File: config.mk
export PLATFORM = sky130hd
export DESIGN_NAME = wm8731_i2c_responder
export DESIGN_NICKNAME = d
export VERILOG_FILES = /design/src/rtl/wm8731_pkg.sv /design/src/rtl/wm8731_i2c_responder_line_sync.sv /design/src/rtl/wm8731_i2c_responder.sv
export SDC_FILE = /design/constraint.sdc
export NUM_CORES = 1
export LEC_CHECK = 0
export ABC_AREA = 1
export CELL_PAD_IN_SITES_DETAIL_PLACEMENT = 1
export CELL_PAD_IN_SITES_GLOBAL_PLACEMENT = 2
export CORE_AREA = 2 2 144 146
export CTS_BUF_LIST = sky130_fd_sc_hd__clkbuf_4 sky130_fd_sc_hd__clkbuf_8 sky130_fd_sc_hd__clkbuf_16
export DETAILED_ROUTE_END_ITERATION = 7
export DIE_AREA = 0 0 146 148
export PLACE_DENSITY = 0.77
export REMOVE_ABC_BUFFERS = 1
export SYNTH_ARGS = -nofsm -noshare
export SYNTH_HDL_FRONTEND = slang
export SYNTH_SLANG_ARGS = --single-unit
File: constraint.sdc
create_clock -name clk_clk -period 2.2 [get_ports clk_clk]
set_input_delay 0.33 -clock clk_clk [delete_from_list [all_inputs] [get_ports clk_clk]]
set_output_delay 0.33 -clock clk_clk [all_outputs]
set_load 0.02 [all_outputs]
File: src/rtl/wm8731_pkg.sv
// Shared types and constants for the WM8731 control-port responder.
// Holds the FSM state encoding and the codec's power-on register image.
package wm8731_pkg;

   localparam logic [6:0]  WM8731_DEV_ADDR = 7'h1A;
   localparam logic [6:0]  WM8731_RST_REG  = 7'h0F;
   localparam int unsigned NUM_SHADOW_REGS = 10;

   typedef enum logic [3:0] {
      ST_IDLE,
      ST_ADDR,
      ST_ACK_A,
      ST_BYTE1,
      ST_ACK_1,
      ST_BYTE2,
      ST_ACK_2,
      ST_WAIT_STOP,
      ST_IGNORE
   } state_t;

   localparam logic [8:0] DEFAULT_REGS [NUM_SHADOW_REGS] = '{
      9'h097, 9'h097, 9'h079, 9'h079, 9'h00A,
      9'h008, 9'h09F, 9'h00A, 9'h000, 9'h000
   };

endpackage

File: src/rtl/wm8731_i2c_responder_line_sync.sv
// SCL/SDA synchronizers with SCL edge and START/STOP condition detection.
// Reusable front end for any I2C responder clocked well above SCL.
module i2c_line_sync #(
   parameter int unsigned SYNC_STAGES = 2
) (
   input  logic clk,
   input  logic rst_n,
   input  logic scl_in,
   input  logic sda_in,
   output logic scl,
   output logic sda,
   output logic scl_rise,
   output logic scl_fall,
   output logic start_det,
   output logic stop_det
);

   logic [SYNC_STAGES-1:0] scl_ff;
   logic [SYNC_STAGES-1:0] sda_ff;
   logic                   scl_d;
   logic                   sda_d;

   always_ff @(posedge clk or negedge rst_n) begin
      if (!rst_n) begin
         scl_ff <= '1;
         sda_ff <= '1;
         scl_d  <= 1'b1;
         sda_d  <= 1'b1;
      end else begin
         scl_ff <= {scl_ff[SYNC_STAGES-2:0], scl_in};
         sda_ff <= {sda_ff[SYNC_STAGES-2:0], sda_in};
         scl_d  <= scl_ff[SYNC_STAGES-1];
         sda_d  <= sda_ff[SYNC_STAGES-1];
      end
   end

   assign scl       = scl_ff[SYNC_STAGES-1];
   assign sda       = sda_ff[SYNC_STAGES-1];
   assign scl_rise  =  scl & ~scl_d;
   assign scl_fall  = ~scl &  scl_d;
   // SDA transitions only count as START/STOP while SCL is steadily high
   assign start_det =  scl & scl_d & sda_d & ~sda;
   assign stop_det  =  scl & scl_d & ~sda_d & sda;

endmodule

File: src/rtl/wm8731_i2c_responder.sv
// Write-only I2C responder modelling the WM8731 control port.
// Decodes 3-byte register writes into a shadow register file with codec defaults.
module wm8731_i2c_responder
   import wm8731_pkg::*;
#(
   parameter logic [6:0]  DEV_ADDR    = WM8731_DEV_ADDR,
   parameter int unsigned SYNC_STAGES = 2,
   parameter logic [6:0]  RST_REG     = WM8731_RST_REG
) (
   input  logic       clk_clk,
   input  logic       reset_reset_n,
   input  logic       i2c_SCLK,
   input  logic       i2c_SDAT_in,
   output logic       i2c_SDAT_oe,
   output logic       reg_wr_valid,
   output logic [6:0] reg_wr_addr,
   output logic [8:0] reg_wr_data,
   input  logic [3:0] rd_addr,
   output logic [8:0] rd_data,
   output logic       busy,
   output logic       err
);

   localparam logic [6:0] NUM_REGS_A = 7'(NUM_SHADOW_REGS);
   localparam logic [3:0] NUM_REGS_R = 4'(NUM_SHADOW_REGS);

   logic       scl, sda, scl_rise, scl_fall, start_det, stop_det;
   state_t     state, state_n;
   logic [3:0] bit_cnt, bit_cnt_n;
   logic [7:0] shift, shift_n;
   logic [7:0] byte1, byte1_n;
   logic       oe_n, busy_n, commit;
   logic [6:0] commit_addr;
   logic [8:0] commit_data;
   logic [8:0] regs [NUM_SHADOW_REGS];

   i2c_line_sync #(.SYNC_STAGES(SYNC_STAGES)) u_sync (
      .clk       (clk_clk),
      .rst_n     (reset_reset_n),
      .scl_in    (i2c_SCLK),
      .sda_in    (i2c_SDAT_in),
      .scl       (scl),
      .sda       (sda),
      .scl_rise  (scl_rise),
      .scl_fall  (scl_fall),
      .start_det (start_det),
      .stop_det  (stop_det)
   );

   always_ff @(posedge clk_clk or negedge reset_reset_n) begin
      if (!reset_reset_n) begin
         state       <= ST_IDLE;
         bit_cnt     <= '0;
         shift       <= '0;
         byte1       <= '0;
         i2c_SDAT_oe <= 1'b0;
         busy        <= 1'b0;
      end else begin
         state       <= state_n;
         bit_cnt     <= bit_cnt_n;
         shift       <= shift_n;
         byte1       <= byte1_n;
         i2c_SDAT_oe <= oe_n;
         busy        <= busy_n;
      end
   end

   always_comb begin
      state_n   = state;
      bit_cnt_n = bit_cnt;
      shift_n   = shift;
      byte1_n   = byte1;
      oe_n      = i2c_SDAT_oe;
      busy_n    = busy;
      commit    = 1'b0;
      if (start_det) begin
         state_n   = ST_ADDR;
         bit_cnt_n = '0;
         oe_n      = 1'b0;
         busy_n    = 1'b1;
      end else if (stop_det) begin
         state_n = ST_IDLE;
         oe_n    = 1'b0;
         busy_n  = 1'b0;
      end else begin
         case (state)
            ST_ADDR, ST_BYTE1, ST_BYTE2: begin
               if (scl_rise && bit_cnt != 4'd8) begin
                  shift_n   = {shift[6:0], sda};
                  bit_cnt_n = bit_cnt + 4'd1;
               end else if (scl_fall && bit_cnt == 4'd8) begin
                  bit_cnt_n = '0;
                  if (state == ST_ADDR) begin
                     if (shift[7:1] == DEV_ADDR && !shift[0]) begin
                        oe_n    = 1'b1;
                        state_n = ST_ACK_A;
                     end else begin
                        state_n = ST_IGNORE;
                        busy_n  = 1'b0;
                     end
                  end else if (state == ST_BYTE1) begin
                     byte1_n = shift;
                     oe_n    = 1'b1;
                     state_n = ST_ACK_1;
                  end else begin
                     oe_n    = 1'b1;
                     state_n = ST_ACK_2;
                  end
               end
            end
            ST_ACK_A, ST_ACK_1: begin
               if (scl_fall) begin
                  oe_n      = 1'b0;
                  bit_cnt_n = '0;
                  state_n   = (state == ST_ACK_A) ? ST_BYTE1 : ST_BYTE2;
               end
            end
            ST_ACK_2: begin
               if (scl_fall) begin
                  oe_n    = 1'b0;
                  state_n = ST_WAIT_STOP;
                  commit  = 1'b1;
               end
            end
            default: ;
         endcase
      end
   end

   // shift still holds the second data byte while in ACK_2
   assign commit_addr = byte1[7:1];
   assign commit_data = {byte1[0], shift};

   always_ff @(posedge clk_clk or negedge reset_reset_n) begin
      if (!reset_reset_n) begin
         reg_wr_valid <= 1'b0;
         reg_wr_addr  <= '0;
         reg_wr_data  <= '0;
         err          <= 1'b0;
         for (int unsigned i = 0; i < NUM_SHADOW_REGS; i++) regs[i] <= DEFAULT_REGS[i];
      end else begin
         reg_wr_valid <= commit;
         err          <= commit && commit_addr >= NUM_REGS_A && commit_addr != RST_REG;
         if (commit) begin
            reg_wr_addr <= commit_addr;
            reg_wr_data <= commit_data;
            if (commit_addr < NUM_REGS_A)
               regs[commit_addr[3:0]] <= commit_data;
            else if (commit_addr == RST_REG)
               for (int unsigned i = 0; i < NUM_SHADOW_REGS; i++) regs[i] <= DEFAULT_REGS[i];
         end
      end
   end

   assign rd_data = (rd_addr < NUM_REGS_R) ? regs[rd_addr] : '0;

endmodule
==> out/summary.txt, run 1 <==
CTS max path bufs -> 2
Maximum vdd drop -> 0.4544 mV
Yosys warns -> 0
Power Density -> 878.3 nW/um^2
Number of distinct library cells after synthesis -> 36
Core footprint -> 20040 sq um
ANT cells -> 0
Gpl congestion -> 0.8168
Final hold vios -> 0
Sequential area share after synthesis -> 0.5012
FF/Latch Area -> 3550 sq um
Post-route insts no fill -> 1238
FP Rows -> 52
Layout cell share with drive strength beyond 1 -> 0.1746
Critical path data required time -> 1.87 ns
First-pass GRT wire length -> 36.82 mm
Smallest setup slack after layout -> 0.06385 ns
Inst Count DP -> 1203
Worst Skew -> 0.009379 ns
Clock sinks -> 140
CTS clock-pin slew for the worst setup and hold paths -> 0.06 ns
DR vias -> 6098
Worst r2r dst -> regs[10]
Slew HR -> 0.5948
CTS tree -> yes
Die footprint -> 21610 sq um
Worst Setup EP -> rd_data[7]
Kind of critical path -> primary input to output pin
Initial antenna violation count -> 0
P&R area growth vs syn -> 22.65%
Multi-input logic area -> 3164 sq um
Post-CTS setup buffers -> 0
Reg2reg setup slack -> 0.37 ns
HP Class -> primary input to flop
1st-iter DRT viols -> 365
Min Tclk post-route -> 2.136 ns
Drt drc -> 0
Final Cycle Share -> 0.9710
Mapped Cells -> 892
Die W -> 146 um
Slew @ Worst Pin -> 0.6077 ns
Post-Place Setup Slack -> -0.5697 ns
PnR Total Power -> 7.628 mW
WL final -> 22.65 mm
Routed length per instance -> 18.30 um
GRT overflow -> 0
Final #Nets -> 965
Reg2reg start -> u_sync.scl_d
# IOs -> 37
P_leak -> 4.316 nW
Mean cell area of the mapped netlist -> 7.939 sq um
# port buffers -> 36
Initial Util -> 0.3534
Root buffer cell -> clkbuf_16
CTS Buf Count -> 17
Fmax -> 468.1 MHz
Total GRT Usage -> 0.2208
Routed vias/inst -> 4.926
Worst R2R Path Depth -> 8
Largest net degree at the start of global routing -> 53
Mapped Area -> 7082 sq um
Endpoints failing setup -> 0
Setup crit end kind -> output pin
Fin. max-slew vios -> 0
Filler Cells Inserted -> 2478
Worst Setup SP -> rd_addr[2]
RSZ-0062 raised after global routing -> no
Htree depth -> 4
Vias in the first global route -> 6466
Die height -> 148 um
Nature of the critical path startpoint -> primary input
#FFs+latches synth -> 140
Crit-path max FO -> 10
Drt pass-1 iters -> 6
WP data arrival -> 1.81 ns
Status -> finished clean
Max-capacitance violation count -> 0
Final ANT Viol Nets -> 0
Clk_lat worst skew -> 0.43 ns
Final hold slack -> 0.3086 ns
DPL Wire Length -> 16.02 mm
[cells by family after synthesis]
group,Yosys count,synth area share
fa+ha+maj,2,0.003533
xor+xnor,2,0.002474
flops,140,0.5012
compound gates,85,0.06838
simple gates,586,0.3705
buf+inv,77,0.05388
[state kept, by name, indices dropped and copies added, names as in the netlist]
register,flops
u_sync.scl_d,1
u_sync.scl_ff,2
u_sync.sda_ff,2
reg_wr_addr,7
byte1,8
err,1
bit_cnt,4
reg_wr_valid,1
i2c_SDAT_oe,1
regs,90
reg_wr_data,9
u_sync.sda_d,1
busy,1
state,4
shift,8
[cell usage in the layout (no fill, tap or decap), types with 24 or more instances in the layout]
| master | n |
|---|---|
| nand2_1 | 394 |
| dfrtp_1 | 103 |
| nor2_1 | 83 |
| buf_4 | 30 |
| nand4_1 | 35 |
| inv_1 | 30 |
| dfstp_2 | 37 |
| o21ai_0 | 51 |
| clkdlybuf4s50_1 | 24 |
| nand3_1 | 32 |
[metrics by stage]
| stage | TNS [ns] | instance area (sq um) | utilization |
|---|---|---|---|
| after CTS | 0 | 8671 | 0.4327 |
| after global routing | 0 | 8686 | 0.4334 |
| final | 0 | 8686 | 0.4334 |
| after floorplan | 0 | 6868 | - |
| after global placement | -4.681 | 7998 | 0.3991 |
| after detailed placement | -4.853 | 7998 | 0.3991 |
[cell usage after synthesis]
| library cell | instances | share of area |
|---|---|---|
| dfrtp_1 | 103 | 0.36 |
| dfstp_2 | 37 | 0.14 |
| ha_1 | 2 | 0.0035 |
| buf_6 | 2 | 0.0032 |
| or2_1 | 1 | 0.00088 |
| nand2_1 | 394 | 0.21 |
| nor2_1 | 84 | 0.045 |
| buf_2 | 13 | 0.0092 |
| nand3_4 | 11 | 0.027 |
| a21oi_1 | 1 | 0.00071 |
| nor3_2 | 5 | 0.0071 |
| o21ai_1 | 8 | 0.0057 |
| inv_1 | 30 | 0.016 |
| nand2_2 | 5 | 0.0044 |
| nor3_1 | 6 | 0.0042 |
| o21ai_2 | 2 | 0.0025 |
| clkbuf_1 | 12 | 0.0064 |
| nand3_1 | 32 | 0.023 |
| nand4_1 | 35 | 0.031 |
| clkinv_2 | 1 | 0.00071 |
| clkinv_1 | 5 | 0.0027 |
| o211ai_1 | 19 | 0.020 |
| clkinv_4 | 1 | 0.0012 |
| xnor2_1 | 2 | 0.0025 |
| inv_2 | 6 | 0.0032 |
| buf_12 | 2 | 0.0057 |
| nand3_2 | 2 | 0.0028 |
| nor2_2 | 2 | 0.0018 |
| o21ai_0 | 54 | 0.038 |
| nand3b_1 | 1 | 0.0011 |
| nor3_4 | 2 | 0.0046 |
| a21oi_2 | 1 | 0.0012 |
| nand2_4 | 6 | 0.0095 |
| buf_1 | 1 | 0.00053 |
| buf_4 | 3 | 0.0032 |
| buf_8 | 1 | 0.0021 |
[per-layer routing]
| layer | global-route usage | part of all wire |
|---|---|---|
| met4 | 0.06262 | 0.014 |
| met3 | 0.04352 | 0.026 |
| met5 | 0 | 0 |
| met2 | 0.3512 | 0.47 |
| met1 | 0.3082 | 0.49 |
[worst max-delay path: stages]
cell,delay [ns]
clkdlybuf4s50_1,0.45
buf_4,0.21
nor3_4,0.23
buf_4,0.16
nand2_1,0.06
nand2_1,0.09
clkdlybuf4s15_2,0.26
[layout make-up]
type | count | area share
multi-input combinational | 675 | 0.3643
timing repair buffer | 78 | 0.09536
inverter | 43 | 0.01945
tap | 270 | 0.03889
clock inverter | 13 | 0.02190
clock buffer | 19 | 0.05143
sequential | 140 | 0.4087
[where the power goes]
group	internal, mW	switching [mW]
Sequential	2.78	0.174
Combinational	0.505	1.05
Clock	1.95	1.17
[worst min-delay path by stage]
stage                       start               end  slack [ns]  cells after the start
floorplan           reset_reset_n        bit_cnt[0]        0.03                      0
global placement    reset_reset_n          regs[15]        0.33                      1
detailed placement  reset_reset_n          regs[15]        0.34                      1
CTS                      i2c_SCLK  u_sync.scl_ff[0]        0.29                      1
global route             i2c_SCLK  u_sync.scl_ff[0]        0.28                      1
finish                   i2c_SCLK  u_sync.scl_ff[0]        0.31                      1
[what timing repair did]
| action | in CTS | in global routing |
|---|---|---|
| hold buffers | 1 | 0 |
| hold endpoints to repair | 45 | 0 |
| pin swaps | 5 | 4 |
| setup endpoints to repair | 9 | 16 |
| cloned | 1 | 1 |
| gates resized for setup | 34 | 13 |
No activity file was read; power rests on OpenSTA's default activity.
==> run 2: changes to the inputs <==
GPL_ROUTABILITY_DRIVEN = 0   (was default)
==> results of run 2 <==
No change in the layout: final DEF, timing and power equal those of run 1.
